===== src/rtl/apb_master_fsm.sv =====
// apb_master_fsm: single-word request port to APB3 SETUP/ACCESS master with inactivity timeout
module apb_master_fsm #(
  parameter int ADDR_W = 32,
  parameter int DATA_W = 32,
  parameter int TIMEOUT_CYCLES = 16
) (
  input  logic              PCLK,
  input  logic              PRESET,
  input  logic              req_valid,
  output logic              req_ready,
  input  logic              req_write,
  input  logic [ADDR_W-1:0] req_addr,
  input  logic [DATA_W-1:0] req_wdata,
  output logic              rsp_valid,
  output logic [DATA_W-1:0] rsp_rdata,
  output logic              rsp_err,
  output logic              rsp_timeout,
  output logic              busy,
  output logic              PSEL,
  output logic              PENABLE,
  output logic              PWRITE,
  output logic [ADDR_W-1:0] PADDR,
  output logic [DATA_W-1:0] PWDATA,
  input  logic [DATA_W-1:0] PRDATA,
  input  logic              PREADY,
  input  logic              PSLVERR
);
  localparam int CW = TIMEOUT_CYCLES > 0 ? $clog2(TIMEOUT_CYCLES + 1) : 1;
  typedef enum logic [1:0] {IDLE, SETUP, ACCESS} state_t;
  state_t state, state_n;
  logic [CW-1:0] cnt, cnt_n;
  logic hs, done, abort;
  always_comb begin
    hs = state == IDLE && req_valid;
    done = state == ACCESS && PREADY;
    abort = TIMEOUT_CYCLES != 0 && state == ACCESS && !PREADY && cnt == CW'(TIMEOUT_CYCLES - 1);
    cnt_n = state == SETUP ? '0 : (state == ACCESS && !PREADY && cnt != '1) ? cnt + CW'(1) : cnt;
    state_n = hs ? SETUP : state == SETUP ? ACCESS : (done || abort) ? IDLE : state;
  end
  always_ff @(posedge PCLK) begin
    if (PRESET) begin
      state <= IDLE;
      cnt <= '0;
      req_ready <= 1'b1;
      busy <= 1'b0;
      PSEL <= 1'b0;
      PENABLE <= 1'b0;
      PWRITE <= 1'b0;
      PADDR <= '0;
      PWDATA <= '0;
      rsp_valid <= 1'b0;
      rsp_err <= 1'b0;
      rsp_timeout <= 1'b0;
      rsp_rdata <= '0;
    end else begin
      state <= state_n;
      cnt <= cnt_n;
      req_ready <= state_n == IDLE;
      busy <= state_n != IDLE;
      PSEL <= state_n != IDLE;
      PENABLE <= state_n == ACCESS;
      if (hs) begin
        PADDR <= req_addr;
        PWRITE <= req_write;
        PWDATA <= req_wdata;
      end
      rsp_valid <= done || abort;
      rsp_err <= done ? PSLVERR : abort;
      rsp_timeout <= abort;
      rsp_rdata <= (done && !PWRITE) ? PRDATA : '0;
    end
  end
endmodule

===== config.mk =====
export PLATFORM = sky130hd
export DESIGN_NAME = apb_master_fsm
export DESIGN_NICKNAME = d
export VERILOG_FILES = /design/src/rtl/apb_master_fsm.sv
export SDC_FILE = /design/constraint.sdc
export NUM_CORES = 1
export LEC_CHECK = 0
export CORE_MARGIN = 2
export CORE_UTILIZATION = 38
export DETAILED_ROUTE_END_ITERATION = 6
export PLACE_DENSITY = 0.8
export SYNTH_ARGS = -nofsm -noshare
export SYNTH_HDL_FRONTEND = slang
export SYNTH_SLANG_ARGS = --single-unit
export TNS_END_PERCENT = 100

===== constraint.sdc =====
create_clock -name PCLK -period 2.4 [get_ports PCLK]
set_clock_uncertainty 0.15 [all_clocks]
set_input_delay 0.6 -clock PCLK [delete_from_list [all_inputs] [get_ports PCLK]]
set_output_delay 0.6 -clock PCLK [all_outputs]
set_load 0.005 [all_outputs]

==> flow_metrics.tcl, run 1 <==
set metrics [dict create \
    status "complete, no violations" \
    yosysMostFrequentCell "nand2_1" \
    ir_worst_vdd_mv 0.270 \
    core-area_um2 9280 \
    htree_levels 3 \
    worst_pin_slew_ps 728 \
    synthTopCellsByArea "dfxtp_1, nand2_1, a21oi_1" \
    cp.arrival_ps 1330 \
    vias 3357 \
    syn_area_um2 3650 \
    syn_to_final_growth_pct 65.1 \
    synth-simple-area-share 0.224 \
    required_ps 1650 \
    dp_hpwl_um 7400 \
    synth.distinct_cells 28 \
    path_class "reg2out" \
    synth_top_family_by_area "simple AND/OR/NAND/NOR gates" \
    synth-compound-area-share 0.107 \
    setup_tns_ps 0 \
    period_share 0.868 \
    fp-row-count 35 \
    clock_path_buffers 2 \
    grt_pass1_wl_um 15700 \
    ios 206 \
    final.min_clock_period_ps 2080 \
    nets 708 \
    clk_pin_slew_worst_paths_ps 110 \
    yosys.area.top_type_share 0.604 \
    ys_ff_latch 110 \
    drive_above_1_share 0.0511 \
    slew_violations 0 \
    postRouteAntennaNets 0 \
    syn_avg_cell_area_um2 8.96 \
    hold_viol 0 \
    pre_cts_ws_ps 107 \
    critical_path_buf_inv_count 1 \
    path_cells "clkdlybuf4s50_1" \
    synth-edff-count 0 \
    path_delay_family "buffers and inverters" \
    cts_root_buf "clkbuf_8" \
    drc 0 \
    start_kind "flop" \
    clock-sinks 110 \
    antenna_found_initial 0 \
    synth_nets 512 \
    grt.total_usage 0.192 \
    hold_buffers 0 \
    rsz0062_at_grt "false" \
    wl_per_cell_um 13.8 \
    synthFlopType "dfxtp_1" \
    setup_ws_ps 317 \
    async_flop_share 0 \
    via_per_inst 4.56 \
    postCtsSetupRepairBufs 0 \
    synth_commonest_cells "nand2_1, dfxtp_1, a21oi_1" \
    first_iter_violations 79 \
    post_layout_nonfiller_instances 736 \
    port_buffers 205 \
    synth_xor_area_frac 0.00240 \
    yosysSeqAreaShare 0.604 \
    grt_pass1_vias 3212 \
    grt_overflow 0 \
    postLayoutCoreUtil 0.648 \
    fmax_mhz 480 \
    antenna_cells 0 \
    power_density_nw_per_um2 602 \
    crit_fanout 3 \
    die_w_um 102 \
    power.total_w 0.00362 \
    cts-resized-gates 0 \
    netlist_instances 407 \
    insertion_delay_ps 360 \
    yosys_warnings 0 \
    grt_max_degree 72 \
    start_util 0.393 \
    wl_um 10200 \
    setup_viol 0 \
    max_stage_delay_ps 550 \
    yosys.area.top_type "dfxtp_1" \
    first_pass_iters 4 \
    place.gp.congestion 0.764 \
    dp_cells 721 \
    die-height_um 102 \
    hold_path.class "reg2reg" \
    cts_made_buffers 9 \
    critPathSlowestCell "clkdlybuf4s50_1" \
    dieArea_um2 10400 \
    drv_cap 0 \
    synth_fa_ha_area_frac 0.0103 \
    total_leakage_power_nw 2.29 \
    relSlewSlack 0.515 \
    cts_tree "done" \
    worst_setup_path_end_kind "output pin" \
    muxShareOfSynthArea 0.00824 \
]
per-layer routing:
layer  vias to the layer above  global-route usage  part of all wire  routed length, um
met5                         -                   0                 0                  0
met3                        12              0.0547             0.087                884
li1                       1682                   -                 -                  -
met2                       139               0.339              0.49               4930
met4                         0              0.0677             0.016                163
met1                      1524               0.221              0.41               4180
worst paths after layout:
| check | start | end | slack, ps | cells past startpoint |
|---|---|---|---|---|
| worst max register to register | cnt[0]$_SDFFE_PP0P_ | req_ready$_SDFF_PP1_ | 320 | 6 |
| worst min-delay path | PWDATA[15]$_SDFFE_PP0P_ | PWDATA[15]$_SDFFE_PP0P_ | 310 | 2 |
| worst max-delay path | PWRITE$_SDFFE_PP0P_ | PWRITE | 320 | 1 |
| worst min register to register | PWDATA[15]$_SDFFE_PP0P_ | PWDATA[15]$_SDFFE_PP0P_ | 310 | 2 |
layout by cell type (no fill, tap or decap), drive strengths merged, types with 2 or more instances in the layout:
master / n
a211o: 2
a21oi: 68
and2: 32
and3: 2
buf: 10
clkbuf: 9
clkdlybuf4s50: 204
clkinv: 3
dfxtp: 110
ha: 3
inv: 7
mux2i: 3
nand2: 133
nor2: 6
nor3b: 2
o211ai: 2
or3b: 3
stage by stage:
stage	hold WS, ps	cell area (um2)
after detailed placement	296	5820
after CTS	310	6020
final	307	6020
after global placement	292	5820
after floorplan	303	3650
after global routing	332	6020
registers in the layout (all words and copies together) (netlist names):
| register | cells |
|---|---|
| rsp_rdata | 32 |
| rsp_err | 1 |
| PADDR | 32 |
| rsp_timeout | 1 |
| PWDATA | 32 |
| state | 2 |
| req_ready | 1 |
| PENABLE | 1 |
| PSEL | 1 |
| PWRITE | 1 |
| rsp_valid | 1 |
| cnt | 5 |
power breakdown:
group,switching [W],internal [W]
logic,0.000210,0.000357
clock network,0.000610,0.000487
registers,0.0000466,0.00191
total,0.000867,0.00275
logic make-up (layout without fill, tap and decap cells):
family	after synthesis	after routing
XOR/XNOR	1	1
adder cells (fa/ha/maj)	3	3
AO/OA/AOI/OAI	75	75
AND/OR/NAND/NOR	181	181
flip-flops	110	110
buffers and inverters	34	234
multiplexers	3	3
area by class of cell:
cell class                 instances  area [um2]
fill                             809        3270
sequential                       110        2200
timing repair buffer             214        2150
multi-input combinational        263        1290
tap                              129         161
clock buffer                       9         124
clock inverter                     6        70.1
inverter                           5        18.8
Note: power is estimated with default switching activity, not from simulation.
==> inputs of run 2 (changes only) <==
- CORE_MARGIN: 2 -> default
==> run 2 against run 1 <==
Utilization decreased by 0.20 points; register-to-register slack better by 50 ps; sequential power hardly changed; die area decreased by 3.9%; fmax rose by 0.51%; routed wire length down 2.9%; global-route usage is 0.56 points higher; first-iteration DRC count is 13% lower; clock power is 4% higher; critical path type unchanged; largest cell class unchanged.
==> flow_metrics.tcl, run 2 (synthesized netlist as in run 1, its figures left out) <==
set metrics [dict create \
    fill_cells 805 \
    wl_met1_um 3980 \
    first_iter_violations 69 \
    path_class "reg2out" \
    critical_path_depth 1 \
    power_density_nw_per_um2 609 \
    insertion_delay_ps 350 \
    wl_per_cell_um 13.4 \
    cts_root_buf "clkbuf_8" \
    grt_pass1_wl_um 15500 \
    path_cells "clkdlybuf4s50_1" \
    grt.total_usage 0.197 \
    grt_pass1_vias 3318 \
    required_ps 1650 \
    postRouteAntennaNets 0 \
    rsz0062_at_grt "false" \
    grt_overflow 0 \
    max_stage_delay_ps 560 \
    worst_setup_path_end_kind "output pin" \
    cts-resized-gates 0 \
    start_kind "flop" \
    ir_worst_vdd_mv 0.285 \
    setup_tns_ps 0 \
    crit_fanout 3 \
    seqPwrFrac 0.536 \
    postLayoutCoreUtil 0.646 \
    layout_common_cells "clkdlybuf4s50_1, nand2_1, dfxtp_1" \
    first_pass_iters 4 \
    cp.arrival_ps 1320 \
    wl_met2_um 4940 \
    wl_um 9860 \
    top_regs "PADDR (32), PWDATA (32), rsp_rdata (32)" \
    die_w_um 100 \
    relSlewSlack 0.518 \
    hold_path.class "reg2reg" \
    via_per_inst 4.59 \
    wl_met3_um 799 \
    ios 206 \
    cts_tree "done" \
    period_share 0.864 \
    vias 3371 \
    swShare 0.239 \
    antenna_found_initial 0 \
    core-area_um2 9280 \
    critPathSlowestCell "clkdlybuf4s50_1" \
    hold_buffers 0 \
    clock_path_buffers 2 \
    dr.max_layer_used "met4" \
    postCtsSetupRepairBufs 0 \
    slew_violations 0 \
    clk_pin_slew_worst_paths_ps 100 \
    clkPwrFrac 0.312 \
    drive_above_1_share 0.0479 \
    antenna_cells 0 \
    grt_max_degree 72 \
    drc 0 \
    die-height_um 100 \
    hold_viol 0 \
    fmax_mhz 482 \
    nets 706 \
    clock-sinks 110 \
    syn_to_final_growth_pct 64.6 \
    p_comb_frac 0.152 \
    htree_levels 3 \
    cts_made_buffers 9 \
    p_int_w 0.00278 \
    drv_cap 0 \
    fp-row-count 35 \
    p_sw_w 0.000873 \
    layout_commonest_cell "clkdlybuf4s50_1" \
    dp_hpwl_um 7240 \
    status "complete, no violations" \
    worst_pin_slew_ps 723 \
    dieArea_um2 9990 \
    setup_viol 0 \
    rr_worst_depth 6 \
    hold_ws_ps 311 \
    port_buffers 205 \
    critical_path_buf_inv_count 1 \
    start_util 0.393 \
    total_leakage_power_nw 2.28 \
    power.total_w 0.00365 \
    path_delay_family "buffers and inverters" \
    final.min_clock_period_ps 2070 \
    whs_path_depth 2 \
    place.gp.congestion 0.732 \
]
==> run 2: stage by stage <==
stage	instances	cell area, um2	worst slack (ps)
2_1_floorplan	407	3650	482
3_3_place_gp	719	5800	151
3_5_place_dp	719	5800	128
4_1_cts	734	6000	296
5_1_grt	734	6000	273
6_report	734	6000	327
==> run 2: power by group through the flow <==
| stage | Sequential, W | Combinational [W] | Clock (W) |
|---|---|---|---|
| 6_report | 0.00196 | 0.000557 | 0.00114 |
| 4_1_cts | 0.00196 | 0.000565 | 0.00117 |
| 3_3_place_gp | 0.00199 | 0.000550 | 0 |
| 3_5_place_dp | 0.00200 | 0.000561 | 0 |
| 2_1_floorplan | 0.00200 | 0.000184 | 0 |
| 5_1_grt | 0.00197 | 0.000609 | 0.00124 |
==> run 2: tightest hold or removal path: cells and delay by family (launching register included) <==
family | cells | cell delay (ps)
AND/OR/NAND/NOR | 1 | 50
AO/OA/AOI/OAI | 1 | 50
flip-flops | 1 | 320
==> run 2: final cells by class <==
| type | count | area [um2] | area share |
|---|---|---|---|
| multi-input combinational | 263 | 1290 | 0.215 |
| timing repair buffer | 212 | 2120 | 0.354 |
| clock buffer | 10 | 138 | 0.0229 |
| sequential | 110 | 2200 | 0.367 |
| clock inverter | 5 | 65.1 | 0.0108 |
| tap | 129 | 161 | 0.0269 |
| inverter | 5 | 18.8 | 0.00313 |
==> run 2: metal layers <==
layer,vias to the layer above,track usage
met4,0,0.0747
met3,12,0.0571
met5,-,0
met1,1549,0.212
met2,133,0.363
li1,1677,-
==> run 2: path summary, 6_finish.rpt <==
path / start / to / slack (ps)
hold / removal: PADDR[2]$_SDFFE_PP0P_ / PADDR[2]$_SDFFE_PP0P_ / 310
setup / recovery: PWRITE$_SDFFE_PP0P_ / PWRITE / 330
hold reg to reg: PADDR[2]$_SDFFE_PP0P_ / PADDR[2]$_SDFFE_PP0P_ / 310
setup reg to reg: cnt[0]$_SDFFE_PP0P_ / PENABLE$_SDFF_PP0_ / 370
